===== config.mk =====
export PLATFORM = sky130hd
export DESIGN_NAME = adc_sample_sequencer
export DESIGN_NICKNAME = d
export VERILOG_FILES = /design/src/rtl/adc_sample_sequencer.sv
export SDC_FILE = /design/constraint.sdc
export NUM_CORES = 1
export LEC_CHECK = 0
export CAP_MARGIN = 20
export CORE_ASPECT_RATIO = 1.2
export CORE_MARGIN = 2
export CORE_UTILIZATION = 61
export CTS_CLUSTER_DIAMETER = 120
export DETAILED_ROUTE_END_ITERATION = 8
export GPL_TIMING_DRIVEN = 0
export HOLD_SLACK_MARGIN = 0.03
export PLACE_DENSITY = 0.9
export SYNTH_ARGS = -nofsm -noshare
export SYNTH_HDL_FRONTEND = slang
export SYNTH_SLANG_ARGS = --single-unit

===== constraint.sdc =====
create_clock -name clk -period 5.69 [get_ports clk]
set_clock_uncertainty 0.1 [all_clocks]
set_input_delay 0.8535 -clock clk [delete_from_list [all_inputs] [get_ports clk]]
set_output_delay 0.8535 -clock clk [all_outputs]
set_load 0.02 [all_outputs]

===== src/rtl/adc_sample_sequencer.sv =====
// Paced single-channel ADC command initiator: one conversion per sample tick, response capture
// into a first-word fall-through sample FIFO, and sticky overrun/channel/timeout flags.
module adc_sample_sequencer #(
   parameter int CLK_DIV    = 1250,
   parameter int CHANNEL    = 0,
   parameter int DATA_W     = 12,
   parameter int FIFO_DEPTH = 8,
   parameter int TIMEOUT    = 64
) (
   input  logic              clk,
   input  logic              rst_i,
   input  logic              enable_i,
   output logic              command_valid,
   output logic [4:0]        command_channel,
   output logic              command_startofpacket,
   output logic              command_endofpacket,
   input  logic              command_ready,
   input  logic              response_valid,
   input  logic [4:0]        response_channel,
   input  logic [DATA_W-1:0] response_data,
   output logic [DATA_W-1:0] sample_data_o,
   output logic              sample_valid_o,
   input  logic              sample_ready_i,
   output logic              overrun_o,
   output logic              chan_err_o,
   output logic              timeout_o,
   input  logic              clear_i,
   output logic [1:0]        state_o
);

   localparam int CNT_W  = (CLK_DIV > 1) ? $clog2(CLK_DIV) : 1;
   localparam int TMR_W  = (TIMEOUT > 1) ? $clog2(TIMEOUT) : 1;
   localparam int PTR_W  = (FIFO_DEPTH > 1) ? $clog2(FIFO_DEPTH) : 1;
   localparam int FCNT_W = PTR_W + 1;

   localparam logic [CNT_W-1:0]  TICK_RELOAD = CNT_W'(CLK_DIV - 1);
   localparam logic [TMR_W-1:0]  TMR_LAST    = TMR_W'(TIMEOUT - 1);
   localparam logic [FCNT_W-1:0] FIFO_FULL   = FCNT_W'(FIFO_DEPTH);
   localparam logic [4:0]        CHAN        = 5'(CHANNEL);

   typedef enum logic [1:0] {
      ST_IDLE  = 2'd0,
      ST_ISSUE = 2'd1,
      ST_WAIT  = 2'd2
   } state_t;

   state_t            state_q, state_d;
   logic [CNT_W-1:0]  tick_cnt_q, tick_cnt_d;
   logic [TMR_W-1:0]  timer_q, timer_d;
   logic [PTR_W-1:0]  wr_ptr_q, wr_ptr_d;
   logic [PTR_W-1:0]  rd_ptr_q, rd_ptr_d;
   logic [FCNT_W-1:0] fifo_cnt_q, fifo_cnt_d;
   logic [DATA_W-1:0] mem_q [FIFO_DEPTH];
   logic              overrun_q, overrun_d;
   logic              chan_err_q, chan_err_d;
   logic              timeout_q, timeout_d;

   logic tick;
   logic tick_drop;
   logic push;
   logic push_ok;
   logic push_drop;
   logic pop;
   logic chan_ev;
   logic timeout_ev;

   // Sample-rate divider: counts down while enabled, parked at the reload value when disabled.
   always_comb begin
      tick       = enable_i && (tick_cnt_q == '0);
      tick_cnt_d = tick_cnt_q - CNT_W'(1);
      if (!enable_i || tick) begin
         tick_cnt_d = TICK_RELOAD;
      end
   end

   // Handshakes: a command transfers on a cycle where command_valid && command_ready; the
   // command fields stay stable until then. A response is a single-cycle strobe with no
   // backpressure. A sample transfers on a cycle where sample_valid_o && sample_ready_i.
   always_comb begin
      state_d    = state_q;
      timer_d    = timer_q;
      tick_drop  = 1'b0;
      push       = 1'b0;
      chan_ev    = 1'b0;
      timeout_ev = 1'b0;
      case (state_q)
         ST_IDLE: begin
            if (tick) begin
               state_d = ST_ISSUE;
            end
         end
         ST_ISSUE: begin
            tick_drop = tick;
            if (command_ready) begin
               state_d = ST_WAIT;
               timer_d = '0;
            end
         end
         ST_WAIT: begin
            tick_drop = tick;
            timer_d   = timer_q + TMR_W'(1);
            if (response_valid && (response_channel == CHAN)) begin
               push    = 1'b1;
               state_d = ST_IDLE;
            end else begin
               chan_ev = response_valid;
               if (timer_q == TMR_LAST) begin
                  timeout_ev = 1'b1;
                  state_d    = ST_IDLE;
               end
            end
         end
         default: begin
            state_d = ST_IDLE;
         end
      endcase
   end

   // A pop in the same cycle frees the slot, so a push onto a full FIFO still lands.
   always_comb begin
      pop        = sample_valid_o && sample_ready_i;
      push_ok    = push && ((fifo_cnt_q != FIFO_FULL) || pop);
      push_drop  = push && !push_ok;
      wr_ptr_d   = wr_ptr_q;
      rd_ptr_d   = rd_ptr_q;
      fifo_cnt_d = fifo_cnt_q;
      if (push_ok) begin
         wr_ptr_d = wr_ptr_q + PTR_W'(1);
      end
      if (pop) begin
         rd_ptr_d = rd_ptr_q + PTR_W'(1);
      end
      case ({push_ok, pop})
         2'b10:   fifo_cnt_d = fifo_cnt_q + FCNT_W'(1);
         2'b01:   fifo_cnt_d = fifo_cnt_q - FCNT_W'(1);
         default: fifo_cnt_d = fifo_cnt_q;
      endcase
   end

   // Sticky flags: a new event in the clearing cycle keeps the flag set.
   always_comb begin
      overrun_d  = (overrun_q & ~clear_i) | tick_drop | push_drop;
      chan_err_d = (chan_err_q & ~clear_i) | chan_ev;
      timeout_d  = (timeout_q & ~clear_i) | timeout_ev;
   end

   always_ff @(posedge clk) begin
      if (rst_i) begin
         state_q    <= ST_IDLE;
         tick_cnt_q <= TICK_RELOAD;
         timer_q    <= '0;
         wr_ptr_q   <= '0;
         rd_ptr_q   <= '0;
         fifo_cnt_q <= '0;
         overrun_q  <= 1'b0;
         chan_err_q <= 1'b0;
         timeout_q  <= 1'b0;
      end else begin
         state_q    <= state_d;
         tick_cnt_q <= tick_cnt_d;
         timer_q    <= timer_d;
         wr_ptr_q   <= wr_ptr_d;
         rd_ptr_q   <= rd_ptr_d;
         fifo_cnt_q <= fifo_cnt_d;
         overrun_q  <= overrun_d;
         chan_err_q <= chan_err_d;
         timeout_q  <= timeout_d;
      end
   end

   // Storage needs no reset: the occupancy count alone decides what is visible.
   always_ff @(posedge clk) begin
      if (push_ok && !rst_i) begin
         mem_q[wr_ptr_q] <= response_data;
      end
   end

   assign command_valid         = (state_q == ST_ISSUE);
   assign command_channel       = command_valid ? CHAN : 5'd0;
   assign command_startofpacket = command_valid;
   assign command_endofpacket   = command_valid;
   assign sample_valid_o        = (fifo_cnt_q != '0);
   assign sample_data_o         = sample_valid_o ? mem_q[rd_ptr_q] : '0;
   assign overrun_o             = overrun_q;
   assign chan_err_o            = chan_err_q;
   assign timeout_o             = timeout_q;
   assign state_o               = state_q;

endmodule


# Yosys cells after proc, flatten, opt, wreduce, memory -nomap -nowiden
# Memories as Yosys holds them, arrays and structs flattened. A register that Yosys moved wholly into a read port is not among the register bits.
# Index checks and enable logic that the tools add are counted.
# totals
regBits	32
ramBits	96
input_bits	24
output_inout_bits	26
elab_cells	75
memories	1
# classes
addsub	6
eq_ne	9
n_mux	21
bitwise	8
n_reduce_logical	21
# memory_table
memory	depth	width	read_ports	rd_clocked_by_memory_dff	wr	line	rtl
mem_q	8	12	1	1	1	53	logic [DATA_W-1:0] mem_q [FIFO_DEPTH];
# op_table
operator	count
12-bit 2-to-1 mux	1
6-bit one-hot mux with 2 select lines	1
11-bit logical NOT	1
11-bit by 1-bit subtractor with 11-bit output, second input constant	1
1-bit 2-to-1 mux	10
2-bit 2-to-1 mux	4
4-bit one-hot mux with 2 select lines	1
3-bit by 1-bit adder with 3-bit output, second input constant	2
6-bit by 1-bit adder with 6-bit output, second input constant	1
6-bit == test, second input constant	1
1-bit logical AND	6
3-bit 2-to-1 mux	2
6-bit 2-to-1 mux	1
2-bit one-hot mux with 3 select lines	1
5-bit logical NOT	1
4-bit by 1-bit adder with 4-bit output, second input constant	1
2-bit by 1-bit == test with 1-bit output, second input constant	2
2-bit == test, second input constant	2
4-bit inequality test, second input constant	1
1-bit OR	4
2-bit nonzero test	2
4-bit nonzero test	1
2-bit OR reduction	2
4-bit by 1-bit subtractor with 4-bit output, second input constant	1
other kinds (10)	15

# Logic depth before layout (Yosys ltp)
# Gate-level depths: netlist (run 1).
# depth
depth_word	8
ltp_mapped	12
depth_no_buf	11

# Worst setup path before layout (run 1)
# Ideal clock, no wire load.
# synth_timing
kind	input-to-reg
start	input response_channel[1]
end	memory mem_q[0][0], enable pin
setup_time_ns	0.417
arrival_time_ns	3.124
required_ns	5.173
path_slack_ns	2.049
path_stages	4
n_path_buf	0
path_cell_list	or4_4 -> nor2_4 -> nand2_1 -> nor4b_1
# synth_between
elab_chain_cells	8
# synth_rtl
item	line	rtl
start, declared	19	input logic [4:0] response_channel,
5-bit logical NOT	102	if (response_valid && (response_channel == CHAN)) begin
1-bit logical AND	102	
1-bit 2-to-1 mux	102	
1-bit 2-to-1 mux	86	case (state_q)
1-bit logical AND	122	push_ok = push && ((fifo_cnt_q != FIFO_FULL) || pop);
1-bit logical AND	173	if (push_ok && !rst_i) begin
1-bit 2-to-1 mux	173	
1-bit 2-to-1 mux (not written as such)	174	mem_q[wr_ptr_q] <= response_data;
end, declared	53	
# No other way between the ends.

==> flow_summary_export.csv, run 1 <==
group,metric,value,unit
status,run_status,"completed",
clock_tree,ctsRootBufferMaster,"sky130_fd_sc_hd__clkbuf_8",
floorplan,die-width,90.5,um
yosys,post_synth_inst_count,365,
worst_hold_path,hold-path-cell-count,1,
power,share_comb_of_total_power,2.2,%
yosys,asyncSetResetFlopFracSynth,0,%
detailed_routing,drtIter0Drc,236,
floorplan,design.portCount,50,
timing,maxSlewViolCount,0,
yosys,synth-seq-area-share,65.5,%
power,switching_share,18.7,%
worst_setup_path,data_arrival_critical_path,3020,ps
grt,globalRoute.totalOverflow,0,
timing,setup-violations-final,0,
floorplan,fp-row-count,37,
worst_setup_path,crit-reg2reg-launch,"state_o[0]$_SDFFE_PP0P_",
floorplan,design.core.area,8660,um2
grt,first_global_vias,3443,
clock_tree,tritoncts,"yes",
floorplan,floorplan.die.height,108,um
worst_setup_path,element_type_at_the_critical_path_start,"flop",
power,seq_power_share,48.2,%
worst_setup_path,depth_of_the_worst_register_to_register_path,8,
yosys,synthDominantAreaCellType,"sky130_fd_sc_hd__edfxtp_1",
clock_tree,post_cts_hold_fix_bufs,0,
timing,finalCritPeriodShare,69.8,%
power,power-per-cell-area,315,nW/um2
yosys,synth_top_area_share,52.7,%
clock_tree,clock_sink_count,131,
power,cellLeakagePower,0.00225,uW
detailed_routing,drt_pre_antenna_iters,4,
yosys,synth_area_per_cell,15.0,um2
layout,final_net_count,475,
detailed_routing,drc,0,
yosys,synth_top_flop_cell,"sky130_fd_sc_hd__edfxtp_1",
yosys,ys_types,52,
detailed_routing,wl_met2,6.15,mm
detailed_routing,route.antenna.remaining_nets,0,
clock_tree,tritoncts.num_buffers,17,
timing,finalCriticalPeriod,3970,ps
yosys,netlist_top_cells_count,"sky130_fd_sc_hd__edfxtp_1 (96), sky130_fd_sc_hd__nor2_1 (43), sky130_fd_sc_hd__dfxtp_1 (35)",
yosys,ys.warnings.count,0,
detailed_routing,drt-vias-per-instance,5.86,
run,max_cap_viol_count,0,
clock_tree,cts_buffer_depth,2,
grt,gr-usage-all-layers,25.9,%
clock_tree,clock_tree.htree_level_count,4,
layout,finish.cell_count_without_fillers,570,
layout,syn_to_final_growth,23.5,%
placement,hpwlAfterDp,7.30,mm
floorplan,floorplan.initialDensity,63.2,%
timing,transition_time_at_the_pin_with_the_least_slew_margin,991,ps
worst_setup_path,timing_worst_setup_path_type,"flop to output pin",
placement,count_of_input_and_output_buffers,44,
detailed_routing,met3WireLength,676,um
power,power.ir.vdd_worst,0.240,mV
detailed_routing,detail_route.wirelength,11.7,mm
worst_hold_path,hp-class,"flop to flop",
clock_tree,post_cts_resize_count,0,
layout,layout-drive-gt1-share,17.9,%
detailed_routing,wl_met1,4.57,mm
placement,routabilityCongestion,0.831,
floorplan,fp.dieArea,9750,um2
worst_setup_path,critPathMaxFanout,10,
clock_tree,clock_input_transition_at_the_sequential_cells_of_the_worst_setup_and_hold_paths,60,ps
yosys,synth_edf_count,96,
grt,grt_antenna_before_repair,0,
detailed_routing,routed_wire_length_per_instance,20.6,um
grt,grt_pass1_wl,18.2,mm
layout,diodes,0,
detailed_routing,uppermost_routed_layer,"met4",
yosys,yosys_register_bits,131,
yosys,synth_area_leaders,"sky130_fd_sc_hd__edfxtp_1 (53%), sky130_fd_sc_hd__dfxtp_1 (13%), sky130_fd_sc_hd__mux4_2 (9.9%)",
placement,place_inst,538,
clock_tree,postCtsSetupBuffers,0,
timing,maxClockFrequency,252,MHz
power,clock_power_share,49.6,%
power,p_int,1730,uW
timing,grt_setup_unrepaired,"false",
grt,grt_start_max_net_pins,17,
yosys,mappedNetlistArea,5470,um2
timing,setup_tns,0,ps
worst_setup_path,cp_data_required_time,4740,ps
clock_tree,insertion_delay,520,ps
timing,finalHoldViolCount,0,
worst_hold_path,hp-start,"tick_cnt_q[0]$_SDFF_PP1_",
timing,relSlewSlack,33.3,%
worst_setup_path,critPathCaptureType,"output pin",
detailed_routing,detailroute.via_count,3339,
yosys,yosysMostFrequentCell,"sky130_fd_sc_hd__edfxtp_1",
power,total_switching_power,397,uW
[cells by family (layout without fill, tap and decap cells)]
kind of cell,count (synthesis),after routing,share of synthesized area [%]
flops,131,131,65.5
simple gates,102,102,9.17
mux,40,40,12.8
compound gates,32,32,4.48
buf+inv,32,116,2.77
xor+xnor,16,16,2.56
fa+ha+maj,11,11,2.65
other cells,1,5,0.0685
[power by group through the flow]
stage                     registers [uW]  logic [uW]  clock network [uW]
final                               1030        46.0                1060
after global routing                1030        50.3                1100
after CTS                           1030        45.3                1070
after detailed placement            1050        44.9                   0
after global placement              1050        42.6                   0
after floorplan                     1050        16.3                   0
[final cells by class]
cell class / instances / area, um2
well taps: 117 / 146
clock buffers: 25 / 464
plain buffers: 20 / 106
multi-input cells: 206 / 1780
inverters: 12 / 45.0
flip-flops and latches: 131 / 3580
repair buffers: 52 / 527
clock inverters: 7 / 108
fillers: 468 / 1900
[cell usage in the layout (no fill, tap or decap), types with 2 or more instances in the layout]
master	netlist	layout
sky130_fd_sc_hd__nand4_1	2	2
sky130_fd_sc_hd__or3_1	2	2
sky130_fd_sc_hd__mux4_2	24	24
sky130_fd_sc_hd__inv_1	12	12
sky130_fd_sc_hd__nand2_1	20	20
sky130_fd_sc_hd__buf_4	7	8
sky130_fd_sc_hd__buf_1	2	2
sky130_fd_sc_hd__buf_6	0	7
sky130_fd_sc_hd__dfxtp_1	35	35
sky130_fd_sc_hd__nor4b_2	1	2
sky130_fd_sc_hd__xnor2_1	7	7
sky130_fd_sc_hd__nor3_2	0	3
sky130_fd_sc_hd__clkbuf_8	0	3
sky130_fd_sc_hd__or4_1	2	2
sky130_fd_sc_hd__a21oi_1	12	12
sky130_fd_sc_hd__nand2b_1	2	2
sky130_fd_sc_hd__bufinv_16	0	3
sky130_fd_sc_hd__edfxtp_1	96	96
sky130_fd_sc_hd__conb_1	1	5
sky130_fd_sc_hd__ha_1	10	10
sky130_fd_sc_hd__clkdlybuf4s50_1	0	44
sky130_fd_sc_hd__mux2i_1	15	15
sky130_fd_sc_hd__buf_2	4	4
sky130_fd_sc_hd__nor2_1	43	43
sky130_fd_sc_hd__o21ai_1	2	2
sky130_fd_sc_hd__clkbuf_1	7	13
sky130_fd_sc_hd__xor2_1	9	9
sky130_fd_sc_hd__o21ai_0	3	3
sky130_fd_sc_hd__nand3_1	10	10
sky130_fd_sc_hd__clkinv_1	0	2
sky130_fd_sc_hd__nand3b_1	2	2
sky130_fd_sc_hd__clkbuf_16	0	16
sky130_fd_sc_hd__o31ai_1	2	2
sky130_fd_sc_hd__nor4_1	3	2
sky130_fd_sc_hd__clkinv_2	0	2
sky130_fd_sc_hd__nor2b_1	3	3
[registers in the layout (all words and copies together) (netlist names), named ones only]
register and flops:
rd_ptr_q 3, timeout_o 1, chan_err_o 1, timer_q 6
tick_cnt_q 11, overrun_o 1, mem_q 96, fifo_cnt_q 4
state_o 2, wr_ptr_q 3
[worst max-delay path: stages, from the launching register on]
cell	delay (ps)
sky130_fd_sc_hd__dfxtp_1	310
sky130_fd_sc_hd__buf_1	350
sky130_fd_sc_hd__clkbuf_1	570
sky130_fd_sc_hd__mux4_2	420
sky130_fd_sc_hd__mux2i_1	190
sky130_fd_sc_hd__nor2_1	90
sky130_fd_sc_hd__clkdlybuf4s50_1	570
[worst paths after layout]
| path | end | slack (ps) |
|---|---|---|
| hold reg to reg | tick_cnt_q[0]$_SDFF_PP1_ | 320 |
| setup reg to reg | mem_q[0][10]$_DFFE_PP_ | 2630 |
| setup / recovery | sample_data_o[8] | 1720 |
| hold / removal | tick_cnt_q[0]$_SDFF_PP1_ | 320 |
[layer usage]
| metal | vias to the layer above | global-route usage [%] |
|---|---|---|
| li1 | 1521 | - |
| met1 | 1669 | 30.2 |
| met2 | 126 | 44.7 |
| met3 | 23 | 7.49 |
| met4 | 0 | 11.5 |
| met5 | - | 0 |
[per-stage QoR]
| stage | hold slack [ps] | instance area [um2] | total power, uW | util, % | worst slack (ps) |
|---|---|---|---|---|---|
| after global placement | 284 | 6070 | 1090 | 70.2 | 603 |
| after detailed placement | 305 | 6190 | 1090 | 71.5 | 1870 |
| after CTS | 318 | 6760 | 2140 | 78.1 | 1720 |
| final | 315 | 6760 | 2130 | 78.1 | 1720 |
| after global routing | 342 | 6760 | 2180 | 78.1 | 1580 |
| after floorplan | 271 | 5490 | 1060 | - | 2050 |
(Power assumes the default switching activity.)
==> inputs of run 2 (changes only) <==
--- a/config.mk
+++ b/config.mk
@@ -8,12 +8,12 @@
 export CAP_MARGIN = 20
 export CORE_ASPECT_RATIO = 1.2
 export CORE_MARGIN = 2
-export CORE_UTILIZATION = 61
+export CORE_UTILIZATION = 57
 export CTS_CLUSTER_DIAMETER = 120
 export DETAILED_ROUTE_END_ITERATION = 8
 export GPL_TIMING_DRIVEN = 0
 export HOLD_SLACK_MARGIN = 0.03
-export PLACE_DENSITY = 0.9
+export PLACE_DENSITY = 0.85
 export SYNTH_ARGS = -nofsm -noshare
 export SYNTH_HDL_FRONTEND = slang
 export SYNTH_SLANG_ARGS = --single-unit
==> constraint.sdc (replaced) <==
create_clock -name clk -period 3.7 [get_ports clk]
set_clock_uncertainty 0.1 [all_clocks]
set_input_delay 0.555 -clock clk [delete_from_list [all_inputs] [get_ports clk]]
set_output_delay 0.555 -clock clk [all_outputs]
set_load 0.02 [all_outputs]
==> run 2 against run 1 <==
Clock-buffer cell count is 8 lower; setup slack worse by 1600 ps; wire length is 5.0% lower; die area increased by 6.7%; design area rose by 0.50%.
==> flow_summary_export.csv, run 2 (synthesized netlist as in run 1, its figures left out) <==
group,metric,value,unit
status,run_status,"completed",
layout,max_ffs_per_register,96,
detailed_routing,met3WireLength,690,um
layout,max_flop_register,"mem_q",
grt,grt_pass1_wl,17.6,mm
clock_tree,clock_input_transition_at_the_sequential_cells_of_the_worst_setup_and_hold_paths,60,ps
worst_setup_path,element_type_at_the_critical_path_start,"flop",
floorplan,die-width,93.5,um
detailed_routing,drt_pre_antenna_iters,4,
layout,top_regs,"mem_q: 96 flops, tick_cnt_q: 11 flops, timer_q: 6 flops",
layout,n_fill_cell,573,
placement,count_of_input_and_output_buffers,44,
worst_setup_path,cp_data_required_time,3040,ps
grt,grt_start_max_net_pins,17,
worst_hold_path,min_delay_worst_endpoint,"tick_cnt_q[0]$_SDFF_PP1_",
placement,placed_cell_area,6180,um2
detailed_routing,drt-vias-per-instance,5.67,
grt,grt_antenna_before_repair,0,
clock_tree,ctsRootBufferMaster,"sky130_fd_sc_hd__clkbuf_16",
floorplan,design.portCount,50,
timing,finalCriticalPeriod,3550,ps
clock_tree,insertion_delay,410,ps
detailed_routing,detail_route.wirelength,11.1,mm
detailed_routing,drtIter0Drc,187,
power,power.ir.vdd_worst,0.359,mV
timing,finalHoldViolCount,0,
grt,globalRoute.totalOverflow,0,
clock_tree,clock_tree.htree_level_count,4,
power,cellLeakagePower,0.00225,uW
worst_setup_path,timing_worst_setup_path_type,"flop to output pin",
worst_hold_path,hold-path-cell-count,1,
run,max_cap_viol_count,0,
layout,diodes,0,
timing,maxClockFrequency,282,MHz
floorplan,fp-row-count,39,
placement,routabilityCongestion,0.757,
floorplan,floorplan.die.height,111,um
worst_setup_path,critPathMaxFanout,10,
worst_setup_path,crit-reg2reg-launch,"state_o[0]$_SDFFE_PP0P_",
clock_tree,tritoncts.num_buffers,17,
worst_hold_path,hp-start,"tick_cnt_q[0]$_SDFF_PP1_",
layout,finished_cell_area,6790,um2
timing,finalCritPeriodShare,95.9,%
timing,transition_time_at_the_pin_with_the_least_slew_margin,931,ps
worst_hold_path,hp-class,"flop to flop",
worst_setup_path,critPathCaptureType,"output pin",
floorplan,floorplan.initialDensity,58.1,%
worst_setup_path,r2r_setup_slack,760,ps
layout,layout_common_cells,"sky130_fd_sc_hd__edfxtp_1 (96), sky130_fd_sc_hd__clkdlybuf4s50_1 (44), sky130_fd_sc_hd__nor2_1 (43), sky130_fd_sc_hd__dfxtp_1 (35), sky130_fd_sc_hd__mux4_2 (24)",
placement,hpwlAfterDp,6.98,mm
worst_setup_path,regToRegEndpoint,"fifo_cnt_q[3]$_SDFFE_PP0P_",
layout,final_net_count,475,
power,power-per-cell-area,493,nW/um2
layout,layout-drive-gt1-share,19.6,%
timing,whs,310,ps
detailed_routing,wl_met2,5.92,mm
detailed_routing,route.antenna.remaining_nets,0,
clock_tree,clock_sink_count,131,
grt,first_global_vias,3397,
layout,layout_commonest_cell,"sky130_fd_sc_hd__edfxtp_1",
worst_setup_path,depth_of_the_worst_register_to_register_path,12,
detailed_routing,routed_wire_length_per_instance,19.3,um
clock_tree,cts_buffer_depth,2,
clock_tree,tritoncts,"yes",
timing,grt_setup_unrepaired,"false",
detailed_routing,wl_met1,4.40,mm
floorplan,design.core.area,9420,um2
timing,relSlewSlack,38.0,%
clock_tree,post_cts_hold_fix_bufs,0,
detailed_routing,drc,0,
worst_setup_path,data_arrival_critical_path,2890,ps
timing,setup-violations-final,0,
detailed_routing,detailroute.via_count,3264,
grt,gr-usage-all-layers,23.3,%
timing,maxSlewViolCount,0,
floorplan,fp.dieArea,10400,um2
detailed_routing,uppermost_routed_layer,"met4",
layout,syn_to_final_growth,24.1,%
[run 2: cell type report]
cell class                      instances  area [um2]  area share [%]
Inverter                               12        45.0           0.663
Tap cell                              123         154            2.27
Sequential cell                       131        3580            52.7
Clock inverter                         15         180            2.65
Timing Repair Buffer                   52         512            7.53
Buffer                                 20         108            1.58
Multi-Input combinational cell        206        1790            26.3
Clock buffer                           17         425            6.26
[run 2: layer usage]
metal | vias up | global-route usage [%]
met5 | - | 0
met4 | 0 | 7.84
met3 | 14 | 6.70
met2 | 114 | 39.4
met1 | 1620 | 28.7
li1 | 1516 | -
[run 2: report_power, final]
part | internal, uW | switching (uW)
logic | 32.7 | 36.8
registers | 1580 | 2.01
clock network | 1060 | 639
[run 2: metrics by stage]
step	total power, uW	worst slack (ps)	std cells	TNS, ps	utilization [%]
6_report	3350	151	576	0	72.1
5_1_grt	3430	87.9	576	0	72.1
4_1_cts	3360	53.9	576	0	72.1
3_5_place_dp	1680	241	544	0	65.6
3_3_place_gp	1670	-1120	536	-36700	64.6
2_1_floorplan	1630	358	369	0	-
[run 2: worst max path at each step]
stage                             start                         end  slack (ps)  cells past startpoint
detailed placement  response_channel[1]  fifo_cnt_q[3]$_SDFFE_PP0P_         240                     10
CTS                                flop            sample_data_o[3]          50                      6
global route                       flop            sample_data_o[1]          90                      6
floorplan           response_channel[1]       mem_q[0][0]$_DFFE_PP_         360                      4
finish                             flop            sample_data_o[1]         150                      6
global placement    response_channel[1]      mem_q[4][10]$_DFFE_PP_       -1120                      5
[run 2: timing repair]
action	CTS	global route
buffers inserted	0	0
endpoints found under the setup margin	0	1
gates resized for setup	0	3
hold endpoints to repair	0	0
[run 2: worst max-delay path, cell delays in order (launching register included)]
cell and delay (ps):
sky130_fd_sc_hd__dfxtp_1 300, sky130_fd_sc_hd__buf_1 330, sky130_fd_sc_hd__clkbuf_1 580, sky130_fd_sc_hd__mux4_2 330
sky130_fd_sc_hd__mux2i_1 60, sky130_fd_sc_hd__nor2_1 220, sky130_fd_sc_hd__clkdlybuf4s50_1 640
